--- config.mk ---
export PLATFORM = sky130hd
export DESIGN_NAME = trng_sample_ctrl_flat
export DESIGN_NICKNAME = d
export VERILOG_FILES = /design/src/rtl/trng_sample_ctrl_if.sv /design/src/rtl/trng_sample_ctrl.sv /design/src/flat_wrapper.sv
export SDC_FILE = /design/constraint.sdc
export NUM_CORES = 1
export LEC_CHECK = 0
export ABC_AREA = 1
export CAP_MARGIN = 20
export CORE_ASPECT_RATIO = 0.9
export CORE_MARGIN = 10
export CORE_UTILIZATION = 35
export DETAILED_ROUTE_END_ITERATION = 12
export PLACE_DENSITY = 0.52
export SYNTH_ARGS = -nofsm -noshare
export SYNTH_HDL_FRONTEND = slang
export SYNTH_SLANG_ARGS = --single-unit
--- constraint.sdc ---
create_clock -name clk -period 1.8 [get_ports clk]
set_input_delay 0.27 -clock clk [delete_from_list [all_inputs] [get_ports clk]]
set_output_delay 0.27 -clock clk [all_outputs]
set_load 0.005 [all_outputs]
--- src/rtl/trng_sample_ctrl_if.sv ---
// Handshake/data bundle between the TRNG sample controller and its environment.
//   enable      : level request to run the generator
//   raw_bit     : oscillator sample bit, synchronous to clk
//   clr_fail    : one-cycle pulse clearing a latched health failure
//   word_ready  : consumer accepts the word when high with word_valid
//   ro_en       : oscillator activate outputs (bit 0 -> RO 1, bit 1 -> RO 2)
//   word        : collected random byte
//   word_valid  : word holds an unconsumed byte
//   health_fail : repetition-count failure latched
//   busy        : controller is active (not IDLE, not FAIL)
interface trng_sample_ctrl_if;
   logic       enable;
   logic       raw_bit;
   logic       clr_fail;
   logic       word_ready;
   logic [1:0] ro_en;
   logic [7:0] word;
   logic       word_valid;
   logic       health_fail;
   logic       busy;

   // Environment side: drives requests and oscillator bits, observes results.
   modport master (
      output enable, raw_bit, clr_fail, word_ready,
      input  ro_en, word, word_valid, health_fail, busy
   );

   // Controller side.
   modport slave (
      input  enable, raw_bit, clr_fail, word_ready,
      output ro_en, word, word_valid, health_fail, busy
   );
endinterface

--- src/rtl/trng_sample_ctrl.sv ---
// TRNG sample controller: warms up the ring oscillators, collects 8 raw bits
// per byte, runs a repetition-count health test and hands bytes out over a
// valid/ready handshake.
//   clk   : single clock, rising edge
//   rst_n : asynchronous active-low reset
//   bus   : trng_sample_ctrl_if.slave (see interface header for signals)
// Parameters:
//   WARMUP    : oscillator warm-up cycles before the first sample (1..255)
//   REP_LIMIT : run length of identical bits that trips the health test (2..31)
module trng_sample_ctrl #(
   parameter int unsigned WARMUP    = 16,
   parameter int unsigned REP_LIMIT = 8
) (
   input logic                clk,
   input logic                rst_n,
   trng_sample_ctrl_if.slave  bus
);

   localparam int unsigned WARM_W = 8;
   localparam int unsigned BIT_W  = 3;
   localparam int unsigned RUN_W  = $clog2(REP_LIMIT + 1);
   localparam int unsigned SHR_W  = 7;

   typedef enum logic [2:0] {
      ST_IDLE,
      ST_WARMUP,
      ST_COLLECT,
      ST_HOLD,
      ST_FAIL
   } state_e;

   state_e             state_q, state_d;
   logic [WARM_W-1:0]  warm_q, warm_d;
   logic [BIT_W-1:0]   bit_q, bit_d;
   logic [RUN_W-1:0]   run_q, run_d, run_next;
   logic               prev_q, prev_d;
   logic [SHR_W-1:0]   shift_q, shift_d;
   logic [7:0]         word_q, word_d;
   logic               valid_q, valid_d;
   logic [1:0]         ro_en_q, ro_en_d;
   logic               busy_q, busy_d;
   logic               fail_q, fail_d;
   logic               active_d;

   // State and datapath registers.
   always_ff @(posedge clk or negedge rst_n) begin
      if (!rst_n) begin
         state_q <= ST_IDLE;
         warm_q  <= '0;
         bit_q   <= '0;
         run_q   <= '0;
         prev_q  <= 1'b0;
         shift_q <= '0;
         word_q  <= '0;
         valid_q <= 1'b0;
         ro_en_q <= 2'b00;
         busy_q  <= 1'b0;
         fail_q  <= 1'b0;
      end else begin
         state_q <= state_d;
         warm_q  <= warm_d;
         bit_q   <= bit_d;
         run_q   <= run_d;
         prev_q  <= prev_d;
         shift_q <= shift_d;
         word_q  <= word_d;
         valid_q <= valid_d;
         ro_en_q <= ro_en_d;
         busy_q  <= busy_d;
         fail_q  <= fail_d;
      end
   end

   // Next-state, datapath and registered-output decode.
   always_comb begin
      state_d  = state_q;
      warm_d   = warm_q;
      bit_d    = bit_q;
      run_d    = run_q;
      prev_d   = prev_q;
      shift_d  = shift_q;
      word_d   = word_q;
      valid_d  = valid_q;
      run_next = '0;

      // run_q == 0 marks the first sample after warm-up.
      if (run_q == '0 || bus.raw_bit != prev_q) begin
         run_next = RUN_W'(1);
      end else if (run_q == RUN_W'(REP_LIMIT)) begin
         run_next = run_q;
      end else begin
         run_next = run_q + RUN_W'(1);
      end

      case (state_q)
         ST_IDLE: begin
            if (bus.enable) begin
               state_d = ST_WARMUP;
               warm_d  = '0;
               bit_d   = '0;
               run_d   = '0;
               shift_d = '0;
            end
         end
         ST_WARMUP: begin
            if (!bus.enable) begin
               state_d = ST_IDLE;
            end else if (warm_q == WARM_W'(WARMUP - 1)) begin
               state_d = ST_COLLECT;
            end else begin
               warm_d = warm_q + WARM_W'(1);
            end
         end
         ST_COLLECT: begin
            if (!bus.enable) begin
               state_d = ST_IDLE;
               bit_d   = '0;
               shift_d = '0;
            end else begin
               run_d   = run_next;
               prev_d  = bus.raw_bit;
               shift_d = {shift_q[SHR_W-2:0], bus.raw_bit};
               // Health failure beats a byte completing on the same edge.
               if (run_next == RUN_W'(REP_LIMIT)) begin
                  state_d = ST_FAIL;
                  bit_d   = '0;
                  shift_d = '0;
               end else if (bit_q == BIT_W'(7)) begin
                  state_d = ST_HOLD;
                  word_d  = {shift_q, bus.raw_bit};
                  valid_d = 1'b1;
                  bit_d   = '0;
               end else begin
                  bit_d = bit_q + BIT_W'(1);
               end
            end
         end
         ST_HOLD: begin
            if (valid_q && bus.word_ready) begin
               valid_d = 1'b0;
               state_d = bus.enable ? ST_COLLECT : ST_IDLE;
            end
         end
         ST_FAIL: begin
            valid_d = 1'b0;
            if (bus.clr_fail) begin
               state_d = ST_IDLE;
            end
         end
         default: begin
            state_d = ST_IDLE;
         end
      endcase

      active_d = (state_d == ST_WARMUP) || (state_d == ST_COLLECT) ||
                 (state_d == ST_HOLD);
      ro_en_d  = active_d ? 2'b11 : 2'b00;
      busy_d   = active_d;
      fail_d   = (state_d == ST_FAIL);
   end

   assign bus.ro_en       = ro_en_q;
   assign bus.word        = word_q;
   assign bus.word_valid  = valid_q;
   assign bus.health_fail = fail_q;
   assign bus.busy        = busy_q;

endmodule

--- src/flat_wrapper.sv ---
// flat-port wrapper written by rule: the top's interface ports become plain ports
module trng_sample_ctrl_flat 
#(
   parameter int unsigned WARMUP    = 16,
   parameter int unsigned REP_LIMIT = 8
)
  (clk, rst_n, bus_enable, bus_raw_bit, bus_clr_fail, bus_word_ready, bus_ro_en, bus_word, bus_word_valid, bus_health_fail, bus_busy);
  trng_sample_ctrl_if bus_i ();
  input logic clk;
  input logic rst_n;
  input wire logic [$bits(bus_i.enable)-1:0] bus_enable;
  input wire logic [$bits(bus_i.raw_bit)-1:0] bus_raw_bit;
  input wire logic [$bits(bus_i.clr_fail)-1:0] bus_clr_fail;
  input wire logic [$bits(bus_i.word_ready)-1:0] bus_word_ready;
  output wire logic [$bits(bus_i.ro_en)-1:0] bus_ro_en;
  output wire logic [$bits(bus_i.word)-1:0] bus_word;
  output wire logic [$bits(bus_i.word_valid)-1:0] bus_word_valid;
  output wire logic [$bits(bus_i.health_fail)-1:0] bus_health_fail;
  output wire logic [$bits(bus_i.busy)-1:0] bus_busy;
  assign bus_i.enable = bus_enable;
  assign bus_i.raw_bit = bus_raw_bit;
  assign bus_i.clr_fail = bus_clr_fail;
  assign bus_i.word_ready = bus_word_ready;
  assign bus_ro_en = bus_i.ro_en;
  assign bus_word = bus_i.word;
  assign bus_word_valid = bus_i.word_valid;
  assign bus_health_fail = bus_i.health_fail;
  assign bus_busy = bus_i.busy;
  trng_sample_ctrl #(.WARMUP(WARMUP), .REP_LIMIT(REP_LIMIT)) u_core (.clk(clk), .rst_n(rst_n), .bus(bus_i));
endmodule
==> metrics, run 1 <==
Max Clock Skew=roughly 0.0066 ns; portion of the post-synthesis area used by sequential elements=0.478; Post-Synthesis Net Count=approximately 250; die extent in x=98.4 um; DRC violations left=0; count of H-tree levels built during CTS=2; metal1 wirelength=2.24 mm; global-route total usage across every layer=0.0979; Post-synth ARST share=1.00; max frequency=618 MHz; HP Class=in2async; Mapped Avg Cell Area=8.17 um^2; Tightest Pin Transition=0.415 ns; minimum clock period after layout=1.62 ns; number of buffers between clock root and the deepest sink=2; area of all sequential standard cells=about 930 um^2; Root Buffer Master=clkbuf_8; unrepaired setup endpoints after global routing=no; # IOs=19; cells along the critical path=buf_4 -> ha_1 -> nand3_2 -> nand2_1 -> nor2_1 -> nand3_2 -> buf_12 -> nand2_4 -> nand2_1; number of warnings reported in the yosys synthesis log=0; hpwl dp=slightly below 3 mm; clock-pin transition on the worst setup and hold timing paths=roughly 0.070 ns; proportion of layout cells with a drive suffix above 1=0.146; number of flip-flops and latches in the synthesized netlist=37; Critical Path AT=1.79 ns; vias after detailed routing=1526; floorplan row count=25; number of endpoints failing setup at the final stage=0; via count of the first global-routing pass=1586; Peak VDD IR=around 0.38 mV; die area=between 8000 and 9000 um^2; Inserted Clock Buffers=5; sum of negative setup slack=0 ns; number of clock sinks=37; fraction of the cycle the final worst path needs=0.900; height of the die=between 90 and 100 um; topmost layer with routed signal wires=met4; effective utilization at floorplan=0.364; Routed Wire Length=~4.1 mm; cell at the slowest stage of the critical path=dfrtp_1; largest net degree at the start of global routing=19; weighted congestion reported at the end of routability-driven placement=0.837; Critical Path Start Type=flip-flop; PortBufs=18; Ant. Diodes=0; Max-cap violations=0; number of DRC violations after detailed-routing iteration 0=85; EDFF count, synth=0; largest fanout of any net on the critical path=18; post-detailed-route via-to-cell ratio=4.57; type of element capturing the critical path=flip-flop; Final Hold Vio Count=0; total met3 wirelength after detailed routing=~220 um; final design utilization=0.440; overflow left after global routing=0; number of detailed-routing iterations run before antenna repair=4; post-detailed-route count of antenna-violating nets=0; area of combinational cells with multiple inputs=876 um^2; first-pass GRT wire length=about 7.4 mm; number of antenna violations at the first check in global routing=0; CP Data Required Time=slightly below 2 ns; synthesized cell area=approximately 1900 um^2; FILL cells=about 550; prevailing post-synth register cell=dfrtp_1; library cells used by synthesis=28; highest cell delay on the worst timing path=around 0.38 ns; Core ar.=between 5000 and 6000 um^2; leakage=around 1.2 nW; TritonCTS clock tree=done; number of nets in the layout=between 200 and 300; run status=finished, final reports clean; final-report max-slew violation count=0; critical path class=reg2reg; Clk Latency, worst-skew pair=around 0.28 ns; wire length per cell=approximately 12 um; post-synthesis cell count=roughly 240; power per cell area=~620 nW/um^2; worst slew slack as a fraction of its limit=0.723; area overhead of the layout relative to synthesis=20.7%; length of routed met2 wiring=between 1.5 and 2 mm
-- cell usage in the layout, fill, tap and decap left out, types with 2 or more instances in the layout --
cell,n
o21ai_2,2
nand2_4,2
nand4_1,2
nand3_2,3
nand2_1,78
clkdlybuf4s50_1,17
buf_4,9
dfrtp_1,37
nand2_2,3
ha_1,4
a21oi_1,3
nand3_1,31
nor2_1,12
xor2_1,2
or2_2,3
nor2_2,3
clkbuf_8,6
o21ai_0,12
inv_2,3
inv_1,22
-- stage by stage --
step                worst slack, ns  cell area (um^2)  std cells  hold slack, ns  power (mW)
floorplan                     0.234              1940        237         -0.0256       0.853
global placement              0.119              2220        325           0.226       0.890
detailed placement           0.0555              2220        325           0.233       0.890
CTS                          0.0820              2320        333           0.457        1.49
global route                0.00101              2340        334           0.475        1.52
finish                        0.181              2340        334           0.445        1.46
-- worst paths after layout --
check,from,to,slack (ns),depth (start not counted)
max,u_core.run_q[0]$_DFFE_PN0P_,u_core.bus.word_valid$_DFFE_PN0P_,0.18,9
min,rst_n,u_core.warm_q[7]$_DFFE_PN0P_,0.45,2
max reg2reg,u_core.run_q[0]$_DFFE_PN0P_,u_core.bus.word_valid$_DFFE_PN0P_,0.18,9
min reg2reg,u_core.bus.word[6]$_DFFE_PN0P_,u_core.bus.word[6]$_DFFE_PN0P_,0.48,2
max in group asynchronous,rst_n,u_core.run_q[1]$_DFFE_PN0P_,0.85,3
min in group clk,u_core.bus.word[6]$_DFFE_PN0P_,u_core.bus.word[6]$_DFFE_PN0P_,0.48,2
-- per-layer routing --
layer | vias to the layer above | global-route usage
li1 | 812 | -
met1 | 681 | 0.144
met2 | 28 | 0.128
met3 | 5 | 0.0314
met4 | 0 | 0.0334
met5 | - | 0
-- where the power goes --
group	leakage (nW)	switching (mW)	internal [mW]
Clock	0.0443	0.279	0.304
Combinational	0.710	0.0265	0.0174
Sequential	0.481	0	0.831
Total	1.23	0.306	1.15
-- cell usage after synthesis, types with 2 or more instances --
cell     number  share of area
nand3_1      31          0.080
nand2_2       3         0.0097
buf_4         2         0.0077
nand2_1      78           0.15
a21oi_1       3         0.0077
buf_6         3          0.017
nor2_1       12          0.023
or2_2         3         0.0097
o21ai_0      12          0.031
nor2_2        3         0.0097
nand4_1       2         0.0065
xor2_1        2         0.0090
inv_2         3         0.0058
nand2_4       2          0.012
inv_1        22          0.043
dfrtp_1      37           0.48
nand3_2       3          0.016
ha_1          5          0.032
o21ai_2       2         0.0090
-- state kept, by name, indices dropped and copies added (netlist names) --
signal / flops
u_core.bus.word: 8
u_core.warm_q: 8
u_core.shift_q: 7
u_core.run_q: 4
u_core.bit_q: 3
u_core.state_q: 3
u_core.bus.health_fail: 1
u_core.bus.ro_en: 1
u_core.bus.word_valid: 1
u_core.prev_q: 1
-- cell families (layout without fill, tap and decap cells) --
| kind of cell | after synthesis | count (layout) | share of synthesized area |
|---|---|---|---|
| XOR/XNOR | 2 | 2 | 0.00905 |
| AO/OA/AOI/OAI | 20 | 20 | 0.0588 |
| flip-flops | 37 | 37 | 0.478 |
| adder cells (fa/ha/maj) | 5 | 5 | 0.0323 |
| AND/OR/NAND/NOR | 142 | 142 | 0.346 |
| buffers and inverters | 31 | 61 | 0.0762 |
-- timing repair --
item                                   CTS  global route
setup endpoints to repair                0            13
hold buffers                             1             0
buffers inserted                         0             1
endpoints found under the hold margin   16             0
resized for setup                        0             2
-- layout make-up --
class                           instances  area share
Clock buffer                            7      0.0369
Multi-Input combinational cell        169       0.375
Tap cell                               67      0.0358
Sequential cell                        37       0.396
Inverter                               25      0.0401
Timing Repair Buffer                   29       0.117
-- worst max-delay path: cells and delay by family, from the launching register on --
| kind | cells | cell delay, ns |
|---|---|---|
| fa+ha+maj | 1 | 0.21 |
| buf+inv | 2 | 0.33 |
| flops | 1 | 0.38 |
| simple gates | 6 | 0.57 |
No activity file was read; power rests on OpenSTA's default activity.
==> inputs of run 2 (changes only) <==
--- a/config.mk
+++ b/config.mk
@@ -5,13 +5,12 @@
 export SDC_FILE = /design/constraint.sdc
 export NUM_CORES = 1
 export LEC_CHECK = 0
-export ABC_AREA = 1
 export CAP_MARGIN = 20
 export CORE_ASPECT_RATIO = 0.9
 export CORE_MARGIN = 10
-export CORE_UTILIZATION = 35
+export CORE_UTILIZATION = 55
 export DETAILED_ROUTE_END_ITERATION = 12
-export PLACE_DENSITY = 0.52
+export PLACE_DENSITY = 0.77
 export SYNTH_ARGS = -nofsm -noshare
 export SYNTH_HDL_FRONTEND = slang
 export SYNTH_SLANG_ARGS = --single-unit
==> metrics, run 2 <==
Post-synth ARST share=1.00; Max Clock Skew=roughly 0.005 ns; Root Buffer Master=clkbuf_8; final-report max-slew violation count=0; PortBufs=18; most common cell after layout, fill and taps aside=dfrtp_1; number of flip-flops and latches in the synthesized netlist=37; CP Data Required Time=between 1.5 and 2 ns; Clk Latency, worst-skew pair=about 0.29 ns; post-detailed-route count of antenna-violating nets=0; number of detailed-routing iterations run before antenna repair=4; count of H-tree levels built during CTS=2; HP Class=in2async; Core ar.=around 3100 um^2; Mapped Avg Cell Area=12.1 um^2; synthesized cell area=roughly 1800 um^2; effective utilization at floorplan=0.580; Post-Synthesis Net Count=160; vias after detailed routing=around 1400; Critical Path Start Type=flip-flop; max frequency=512 MHz; die area=~6000 um^2; Tightest Pin Transition=0.736 ns; critical path class=reg2reg; # IOs=19; final design utilization=0.775; wire length per cell=roughly 18 um; Min Hold Slack=about 0.4 ns; minimum clock period after layout=a little under 2 ns; number of DRC violations after detailed-routing iteration 0=94; weighted congestion reported at the end of routability-driven placement=0.794; leading cell types in the layout, fill and taps excluded=35 x dfrtp_1, 24 x buf_4, 18 x clkdlybuf4s50_1; cell with the most instances after synthesis=dfrtp_1; violated checks=negative setup slack; number of nets in the layout=between 200 and 250; worst slew slack as a fraction of its limit=0.506; hpwl dp=around 2.9 mm; Ant. Diodes=0; post-detailed-route via-to-cell ratio=about 5.8; number of buffers between clock root and the deepest sink=2; post-synthesis cell count=roughly 150; floorplan row count=19; fraction of the cycle the final worst path needs=1.08; area fraction of the dominant cell type after synthesis=0.512; Critical Path AT=between 2 and 2.5 ns; clock-pin transition on the worst setup and hold timing paths=0.07 ns; first-pass GRT wire length=~6.8 mm; Routed Wire Length=between 4 and 5 mm; number of antenna violations at the first check in global routing=0; number of warnings reported in the yosys synthesis log=0; Final Total Pwr=1.76 mW; height of the die=approximately 74 um; biggest area contributors in the synthesized netlist=dfrtp_1 51%, mux2_4 6.6%, a22o_1 5.3%; post-layout worst setup margin=-0.152 ns; run status=finished with violations; Inserted Clock Buffers=5; area overhead of the layout relative to synthesis=33.5%; portion of the post-synthesis area used by sequential elements=0.512; largest net degree at the start of global routing=38; leakage=around 1.1 nW; cell type with the largest total area after synthesis=dfrtp_1; overflow left after global routing=0; library cells used by synthesis=46; proportion of layout cells with a drive suffix above 1=0.325; TritonCTS clock tree=done; global-route total usage across every layer=0.147; type of element capturing the critical path=flip-flop; DRC violations left=0; number of endpoints failing setup at the final stage=21; via count of the first global-routing pass=approximately 1400; Peak VDD IR=~0.57 mV; power per cell area=about 730 nW/um^2; Final Hold Vio Count=0; prevailing post-synth register cell=dfrtp_1; unrepaired setup endpoints after global routing=yes; number of clock sinks=37; EDFF count, synth=0; list of most frequent post-synthesis cells=37 x dfrtp_1, 11 x a22o_1, 9 x nor2_1; largest fanout of any net on the critical path=5; Max-cap violations=0; die extent in x=roughly 80 um
==> run 2: layout make-up <==
type | count | area (um^2)
multi-input combinational | 103 | 905
clock inverter | 2 | 35.0
fill | 190 | 702
clock buffer | 5 | 68.8
timing repair buffer | 46 | 405
sequential | 37 | 928
inverter | 4 | 17.5
tap | 42 | 52.6
==> run 2: what timing repair did <==
item / 4_1_cts / 5_1_grt
cloned: 2 / 0
setup endpoints to repair: 24 / 26
buffers inserted: 5 / 4
pin swaps: 17 / 12
hold buffers: 0 / 0
resized for setup: 11 / 8
==> run 2: worst max-delay path, cell delays in order (launching register included) <==
cell	delay, ns
dfrtp_2	0.44
inv_2	0.07
ha_4	0.17
a211oi_4	0.27
a2111oi_4	0.08
buf_4	0.18
a21oi_4	0.27
mux2_4	0.34
==> run 2: per-layer routing <==
layer,part of all wire,global-route usage,vias up
li1,-,-,645
met1,0.44,0.174,688
met2,0.48,0.240,36
met3,0.068,0.0578,6
met4,0.0073,0.0488,0
met5,0,0,-
==> run 2: final timing paths <==
kind	slack (ns)	startpoint	depth (start not counted)	endpoint
setup / recovery	-0.15	u_core.run_q[0]$_DFFE_PN0P_	7	u_core.bus.word[7]$_DFFE_PN0P_
hold / removal	0.40	rst_n	2	u_core.bus.health_fail$_DFF_PN0_
setup reg to reg	-0.15	u_core.run_q[0]$_DFFE_PN0P_	7	u_core.bus.word[7]$_DFFE_PN0P_
hold reg to reg	0.52	u_core.shift_q[6]$_DFFE_PN0P_	1	u_core.shift_q[6]$_DFFE_PN0P_
max in group asynchronous	1.05	rst_n	2	u_core.run_q[1]$_DFFE_PN0P_
min in group clk	0.52	u_core.shift_q[6]$_DFFE_PN0P_	1	u_core.shift_q[6]$_DFFE_PN0P_
==> run 2: power by group <==
| group | total [mW] | internal [mW] | switching (mW) |
|---|---|---|---|
| sequential | 0.887 | 0.857 | 0.0304 |
| combinational | 0.181 | 0.0840 | 0.0967 |
| clock | 0.689 | 0.402 | 0.287 |
==> run 2: cell families (layout without fill, tap and decap cells) <==
kind of cell / count (synthesis) / in the layout / synth area share
xor+xnor: 6 / 6 / 0.0291
simple gates: 44 / 44 / 0.156
buf+inv: 10 / 57 / 0.0291
compound gates: 38 / 39 / 0.166
flops: 37 / 37 / 0.512
fa+ha+maj: 5 / 5 / 0.0346
mux: 9 / 9 / 0.0727
==> run 2: through the flow <==
step | std cells | TNS (ns) | instance area, um^2 | setup WS, ns
2_1_floorplan | 149 | -0.141 | 1820 | -0.0176
3_3_place_gp | 224 | -1.35 | 2180 | -0.0782
3_5_place_dp | 224 | -3.52 | 2180 | -0.188
4_1_cts | 236 | -0.506 | 2360 | -0.0777
5_1_grt | 239 | -3.15 | 2410 | -0.211
6_report | 239 | -1.58 | 2410 | -0.152
==> inputs of run 3 (changes only) <==
--- a/config.mk
+++ b/config.mk
@@ -10,6 +10,7 @@
 export CORE_MARGIN = 10
 export CORE_UTILIZATION = 55
 export DETAILED_ROUTE_END_ITERATION = 12
+export HOLD_SLACK_MARGIN = 0.06
 export PLACE_DENSITY = 0.77
 export SYNTH_ARGS = -nofsm -noshare
 export SYNTH_HDL_FRONTEND = slang
==> results of run 3 <==
No change in the layout: final DEF, timing and power equal those of run 2.
